## src/rtl/spi_crc_pkg.sv

```systemverilog
// Shared definitions for the SPI CRC link: frame geometry, FSM encoding and
// the serial CRC-8 step used by both the slave and the master.
package spi_crc_pkg;

    localparam int CMD_W      = 8;
    localparam int ADDR_W     = 24;
    localparam int DATA_W     = 32;
    localparam int CRC_W      = 8;
    localparam int FRAME_BITS = CMD_W + ADDR_W + DATA_W + CRC_W;
    localparam int RESP_W     = DATA_W + CRC_W;
    localparam int CNT_W      = 7;
    localparam int ERRCNT_W   = 16;

    localparam logic [CRC_W-1:0] CRC_POLY = 8'h07;

    typedef enum logic [1:0] {
        IDLE  = 2'd0,
        SHIFT = 2'd1,
        CHECK = 2'd2
    } state_e;

    // One MSB-first step of a non-reflected CRC with zero init and no final XOR.
    function automatic logic [CRC_W-1:0] crc8Step(input logic [CRC_W-1:0] crc,
                                                  input logic             din,
                                                  input logic [CRC_W-1:0] poly);
        logic fb;
        fb = crc[CRC_W-1] ^ din;
        return {crc[CRC_W-2:0], 1'b0} ^ (fb ? poly : {CRC_W{1'b0}});
    endfunction

endpackage

```

## src/rtl/spi_crc8_serial.sv

```systemverilog
// Bit-serial CRC-8 engine: one bit per enabled clock, clr restarts from zero.
module spi_crc8_serial
    import spi_crc_pkg::*;
#(
    parameter logic [CRC_W-1:0] POLY = 8'h07
) (
    input  logic             clk,
    input  logic             rst,
    input  logic             clr,
    input  logic             en,
    input  logic             din,
    output logic [CRC_W-1:0] crc
);

    logic [CRC_W-1:0] crc_q;
    logic [CRC_W-1:0] crc_d;

    always_comb begin
        crc_d = crc_q;
        if (clr) begin
            crc_d = '0;
        end else if (en) begin
            crc_d = crc8Step(crc_q, din, POLY);
        end
    end

    always_ff @(posedge clk) begin
        if (rst) begin
            crc_q <= '0;
        end else begin
            crc_q <= crc_d;
        end
    end

    assign crc = crc_q;

endmodule

```

## src/rtl/spi_crc_slave.sv

```systemverilog
// SPI mode-0 slave receiving CRC-8 protected 72-bit frames and looping back the
// last good data word plus CRC on miso. Optional error counter: SPI_CRC_ERRCNT_EN.
module spi_crc_slave
    import spi_crc_pkg::*;
#(
    parameter int               FRAME_BITS = 72,
    parameter logic [CRC_W-1:0] CRC_POLY   = 8'h07
) (
    input  logic                clk,
    input  logic                rst,
    input  logic                sclk,
    input  logic                cs_n,
    input  logic                mosi,
    output logic                miso,
    output logic                rx_valid,
    output logic [CMD_W-1:0]    rx_cmd,
    output logic [ADDR_W-1:0]   rx_addr,
    output logic [DATA_W-1:0]   rx_data,
    output logic                crc_ok,
    output logic                frame_err,
    output logic [ERRCNT_W-1:0] err_cnt
);

    localparam logic [CNT_W-1:0] FULL_CNT = CNT_W'(FRAME_BITS);
    localparam logic [CNT_W-1:0] MSG_CNT  = CNT_W'(FRAME_BITS - CRC_W);

    logic [1:0] sclkSync_q, csSync_q, mosiSync_q;
    logic       sclkHist_q, csHist_q;

    // cs_n sync/history reset low so a frame already in progress never looks like a falling edge.
    always_ff @(posedge clk) begin
        if (rst) begin
            sclkSync_q <= '0;
            csSync_q   <= '0;
            mosiSync_q <= '0;
            sclkHist_q <= 1'b0;
            csHist_q   <= 1'b0;
        end else begin
            sclkSync_q <= {sclkSync_q[0], sclk};
            csSync_q   <= {csSync_q[0], cs_n};
            mosiSync_q <= {mosiSync_q[0], mosi};
            sclkHist_q <= sclkSync_q[1];
            csHist_q   <= csSync_q[1];
        end
    end

    logic sclkS, csS, mosiS;
    logic sclkRise, sclkFall, csRise, csFall;

    assign sclkS    = sclkSync_q[1];
    assign csS      = csSync_q[1];
    assign mosiS    = mosiSync_q[1];
    assign sclkRise = sclkS & ~sclkHist_q;
    assign sclkFall = ~sclkS & sclkHist_q;
    assign csRise   = csS & ~csHist_q;
    assign csFall   = ~csS & csHist_q;

    state_e state_q, state_d;

    always_comb begin
        state_d = state_q;
        case (state_q)
            IDLE:    if (csFall) state_d = SHIFT;
            SHIFT:   if (csRise) state_d = CHECK;
            CHECK:   state_d = IDLE;
            default: state_d = IDLE;
        endcase
    end

    always_ff @(posedge clk) begin
        if (rst) begin
            state_q <= IDLE;
        end else begin
            state_q <= state_d;
        end
    end

    logic [FRAME_BITS-1:0] shiftReg_q, shiftReg_d;
    logic [CNT_W-1:0]      bitCnt_q, bitCnt_d;
    logic [RESP_W-1:0]     resp_q, resp_d;
    logic [RESP_W-1:0]     txReg_q, txReg_d;
    logic                  rxValid_q, rxValid_d;
    logic [CMD_W-1:0]      cmd_q, cmd_d;
    logic [ADDR_W-1:0]     addr_q, addr_d;
    logic [DATA_W-1:0]     data_q, data_d;
    logic                  crcOk_q, crcOk_d;
    logic                  frameErr_q, frameErr_d;

    logic             startFrame, shiftEn, crcEn;
    logic [CRC_W-1:0] crcVal;
    logic             frameErrNow, crcOkNow;

    assign startFrame  = (state_q == IDLE) && csFall;
    assign shiftEn     = (state_q == SHIFT) && sclkRise && (bitCnt_q != FULL_CNT);
    assign crcEn       = shiftEn && (bitCnt_q < MSG_CNT);
    assign frameErrNow = (bitCnt_q != FULL_CNT);
    assign crcOkNow    = !frameErrNow && (crcVal == shiftReg_q[0 +: CRC_W]);

    spi_crc8_serial #(
        .POLY (CRC_POLY)
    ) u_crc (
        .clk  (clk),
        .rst  (rst),
        .clr  (startFrame),
        .en   (crcEn),
        .din  (mosiS),
        .crc  (crcVal)
    );

    // The loopback word is latched into txReg at frame start so a CHECK update mid-frame cannot tear it.
    always_comb begin
        shiftReg_d = shiftReg_q;
        bitCnt_d   = bitCnt_q;
        resp_d     = resp_q;
        txReg_d    = txReg_q;
        rxValid_d  = 1'b0;
        cmd_d      = cmd_q;
        addr_d     = addr_q;
        data_d     = data_q;
        crcOk_d    = crcOk_q;
        frameErr_d = frameErr_q;

        if (startFrame) begin
            shiftReg_d = '0;
            bitCnt_d   = '0;
            txReg_d    = resp_q;
        end

        if (shiftEn) begin
            shiftReg_d = {shiftReg_q[FRAME_BITS-2:0], mosiS};
            bitCnt_d   = bitCnt_q + CNT_W'(1);
        end

        if ((state_q == SHIFT) && sclkFall) begin
            txReg_d = {txReg_q[RESP_W-2:0], 1'b0};
        end

        if (state_q == CHECK) begin
            rxValid_d  = 1'b1;
            cmd_d      = shiftReg_q[CRC_W + DATA_W + ADDR_W +: CMD_W];
            addr_d     = shiftReg_q[CRC_W + DATA_W +: ADDR_W];
            data_d     = shiftReg_q[CRC_W +: DATA_W];
            crcOk_d    = crcOkNow;
            frameErr_d = frameErrNow;
            if (crcOkNow) begin
                resp_d = shiftReg_q[0 +: RESP_W];
            end
        end
    end

    always_ff @(posedge clk) begin
        if (rst) begin
            shiftReg_q <= '0;
            bitCnt_q   <= '0;
            resp_q     <= '0;
            txReg_q    <= '0;
            rxValid_q  <= 1'b0;
            cmd_q      <= '0;
            addr_q     <= '0;
            data_q     <= '0;
            crcOk_q    <= 1'b0;
            frameErr_q <= 1'b0;
        end else begin
            shiftReg_q <= shiftReg_d;
            bitCnt_q   <= bitCnt_d;
            resp_q     <= resp_d;
            txReg_q    <= txReg_d;
            rxValid_q  <= rxValid_d;
            cmd_q      <= cmd_d;
            addr_q     <= addr_d;
            data_q     <= data_d;
            crcOk_q    <= crcOk_d;
            frameErr_q <= frameErr_d;
        end
    end

    assign miso      = (state_q == SHIFT) & txReg_q[RESP_W-1];
    assign rx_valid  = rxValid_q;
    assign rx_cmd    = cmd_q;
    assign rx_addr   = addr_q;
    assign rx_data   = data_q;
    assign crc_ok    = crcOk_q;
    assign frame_err = frameErr_q;

`ifdef SPI_CRC_ERRCNT_EN
    logic [ERRCNT_W-1:0] errCnt_q, errCnt_d;

    // Saturates rather than wrapping so a flood of bad frames stays visible.
    always_comb begin
        errCnt_d = errCnt_q;
        if ((state_q == CHECK) && !crcOkNow && (errCnt_q != '1)) begin
            errCnt_d = errCnt_q + ERRCNT_W'(1);
        end
    end

    always_ff @(posedge clk) begin
        if (rst) begin
            errCnt_q <= '0;
        end else begin
            errCnt_q <= errCnt_d;
        end
    end

    assign err_cnt = errCnt_q;
`else
    assign err_cnt = '0;
`endif

endmodule
```

## config.mk

```make
export PLATFORM = sky130hd
export DESIGN_NAME = spi_crc_slave
export DESIGN_NICKNAME = d
export VERILOG_FILES = /design/src/rtl/spi_crc_pkg.sv /design/src/rtl/spi_crc8_serial.sv /design/src/rtl/spi_crc_slave.sv
export SDC_FILE = /design/constraint.sdc
export NUM_CORES = 1
export LEC_CHECK = 0
export ABC_AREA = 0
export CAP_MARGIN = 20
export CELL_PAD_IN_SITES_DETAIL_PLACEMENT = 0
export CELL_PAD_IN_SITES_GLOBAL_PLACEMENT = 1
export CORE_MARGIN = 10
export CORE_UTILIZATION = 24
export CTS_CLUSTER_DIAMETER = 150
export DETAILED_ROUTE_END_ITERATION = 6
export GPL_ROUTABILITY_DRIVEN = 0
export PLACE_DENSITY_LB_ADDON = 0.1
export SLEW_MARGIN = 25
export SYNTH_ARGS = -nofsm -noshare
export SYNTH_HDL_FRONTEND = slang
export SYNTH_HIERARCHICAL = 1
export SYNTH_SLANG_ARGS = --single-unit
export TNS_END_PERCENT = 30
```

## constraint.sdc

```tcl
create_clock -name clk -period 1.68 [get_ports clk]
set_input_delay 0.42 -clock clk [delete_from_list [all_inputs] [get_ports clk]]
set_output_delay 0.42 -clock clk [all_outputs]
set_load 0.02 [all_outputs]
```

==> metrics.md <==
| Metric | Value |
|---|---|
| Nets@finish | `1235` |
| Detailed Routing Iterations Pass 1 | `4` |
| Layout area overhead | `29.1%` |
| Synth Warn # | `6` |
| Post-synth top area share | `0.492` |
| Pleak | `0.00424 µW` |
| Fmax | `0.583 GHz` |
| Crit. End Element | `flip-flop` |
| DP HPWL | `17200 µm` |
| Clock skew | `0.0116 ns` |
| Reg clk slew, reported paths | `0.06 ns` |
| Routed WL | `29700 µm` |
| Final setup vio count | `41` |
| Failing checks | `negative setup slack` |
| Post-synth EDFFs | `0` |
| Fin Setup TNS | `-0.569 ns` |
| First-pass GRT wire length | `47200 µm` |
| Die Width | `223 µm` |
| Inserted Clock Buffers | `30` |
| Hold_ws | `0.213 ns` |
| Area contributors post-synth | `dfxtp_1 (49%), a21oi_1 (9.2%), nand2_1 (9.2%)` |
| Mapped cell area | `9920 µm²` |
| WP data required | `2.15 ns` |
| CP Class | `flip-flop to flip-flop` |
| Final std cells w/o fill | `1781` |
| Vias per cell | `4.64` |
| Total gr overflow | `0` |
| Worst setup slack after layout | `-0.0362 ns` |
| Pwr Total | `12600 µW` |
| Layout cells sized above 1 | `0.237` |
| Drt drc | `0` |
| CP max FO | `8` |
| PortBufs | `72` |
| Full die area | `49900 µm²` |
| I/O pins | `89` |
| Drt wl/cell | `16.7 µm` |
| Sequential share of the synthesized area | `0.492` |
| Synth async-reset ratio | `0` |
| Worst VDD drop | `651 µV` |
| Pin count of the biggest net entering global routing | `66` |
| H-tree level count | `1` |
| Unrepaired setup endpoints after global routing | `yes` |
| Gr usage total | `0.112` |
| Post-DRT Antenna Nets | `0` |
| Max-cap viol count | `0` |
| Later-pin clock latency in the skew report | `0.56 ns` |
| Site Rows | `74` |
| Die H | `223 µm` |
| Vias after detailed routing | `8257` |
| Synth Area per Inst | `8.51 µm²` |
| Starting Density | `0.243` |
| Clock Sinks | `244` |
| CP startpoint kind | `flip-flop` |
| Status | `finished, violations left` |
| CORE AREA | `40800 µm²` |
| DRT iter0 DRCs | `443` |
| Maximum clock insertion buffer count | `3` |
| Cell Pwr Density | `980 nW/µm²` |
| Inst Count DP | `1716` |
| Worst path arrival time | `2.18 ns` |
| Initial antenna violation count | `0` |
| Post-synth cell types | `49` |
| Hold Vio Cnt, Final | `0` |
| CTS root buffer | `clkbuf_16` |
| Final Critical Period | `1.72 ns` |
| Post-Synthesis Cells | `1165` |
| Final period util | `1.02` |
| Most frequent cells after synthesis | `dfxtp_1 (244), nand2_1 (244), a21oi_1 (183)` |
| Antenna diode count | `0` |
| Tightest Hold Check Type | `input pin to flip-flop` |
| Synth area leader | `dfxtp_1` |
| Top_reg_cell synth | `dfxtp_1` |
| Vias in the first global route | `8460` |
| CTS tree | `built` |
| Max Slew Vio Count | `0` |
| Flip-flop and latch count after synthesis | `244` |
-- critical path, cell delays in order, from the launching register on --
cell and delay (ns):
dfxtp_2 0.33, buf_6 0.11, or4b_4 0.59, clkinv_8 0.13
clkbuf_16 0.18, nand2_2 0.06, a311oi_2 0.22
-- sequential cells by signal, indices dropped and copies added (netlist names), 7 cells and up --
signal / cells
shiftReg_q: 72
bitCnt_q: 7
rx_data: 32
resp_q: 40
rx_addr: 24
u_crc/crc: 8
rx_cmd: 8
txReg_q: 40
-- per-layer routing --
metal	part of all wire	wire (µm)	up-vias	track usage
met1	0.48	14200	3969	0.144
li1	-	-	4138	-
met4	0.018	520	0	0.0251
met5	0	0	-	0
met3	0.042	1230	38	0.0255
met2	0.46	13700	112	0.186
-- cell type report --
cell class	count	area [µm²]
repair buffers	144	1590
fillers	4325	28000
multi-input cells	804	4660
clock inverters	8	71.3
flip-flops and latches	244	4890
clock buffers	45	908
inverters	4	27.5
well taps	532	666
-- kinds of logic after synthesis --
logic type               synth area share
AND/OR/NAND/NOR                     0.232
AO/OA/AOI/OAI                       0.188
flip-flops                          0.492
buffers and inverters              0.0681
XOR/XNOR                          0.00883
multiplexers                      0.00757
adder cells (fa/ha/maj)           0.00252
other                            0.000378
-- power by group --
| group | switching [µW] | internal (µW) | leakage, µW |
|---|---|---|---|
| Sequential | 7.81 | 5800 | 0.00197 |
| Clock | 2570 | 3850 | 0.000485 |
| Combinational | 236 | 87.7 | 0.00179 |
| Total | 2810 | 9740 | 0.00424 |
-- cells in the final DEF, fill, tap and decap left out, types with 3 or more instances in the layout --
cell / netlist / final
buf_6: 2 / 7
nand2_1: 244 / 242
nor2b_1: 10 / 8
nand3_1: 84 / 83
a21oi_2: 1 / 21
clkbuf_1: 74 / 6
dfxtp_1: 244 / 242
conb_1: 1 / 16
clkbuf_16: 0 / 38
buf_12: 4 / 22
a311oi_2: 38 / 38
nor2_1: 54 / 53
nand4_1: 44 / 44
clkdlybuf4s15_1: 0 / 22
nand2_2: 38 / 39
clkbuf_2: 0 / 28
nor3_1: 3 / 3
o31ai_2: 0 / 10
clkdlybuf4s50_1: 0 / 3
inv_1: 3 / 3
xnor2_1: 9 / 9
mux2i_1: 6 / 5
o21ai_0: 3 / 3
buf_4: 19 / 35
o31ai_1: 40 / 30
clkdlybuf4s15_2: 0 / 15
a21oi_1: 183 / 162
clkinv_2: 0 / 5
clkbuf_8: 0 / 9
-- through the flow --
stage,setup slack [ns],utilization,area (µm²)
2_1_floorplan,0.0462,-,9970
5_1_grt,-0.0926,0.314,12800
3_3_place_gp,-0.106,0.281,11500
6_report,-0.0362,0.314,12800
4_1_cts,-0.0993,0.306,12500
3_5_place_dp,-0.124,0.281,11500
-- final timing paths --
path                   end  depth (start not counted)         from  slack [ns]
max            txReg_q[27]                          6   state_q[0]       -0.04
min          shiftReg_q[7]                          2          rst        0.21
max reg2reg    txReg_q[27]                          6   state_q[0]       -0.04
min reg2reg    csSync_q[1]                          1  csSync_q[0]        0.44
-- timing repair --
action,CTS,global route
cloned,0,7
pin swaps,0,4
hold buffers,0,0
endpoints found under the setup margin,222,201
setup buffers,0,5
resized for setup,147,101
No activity file was read; power rests on OpenSTA's default activity.
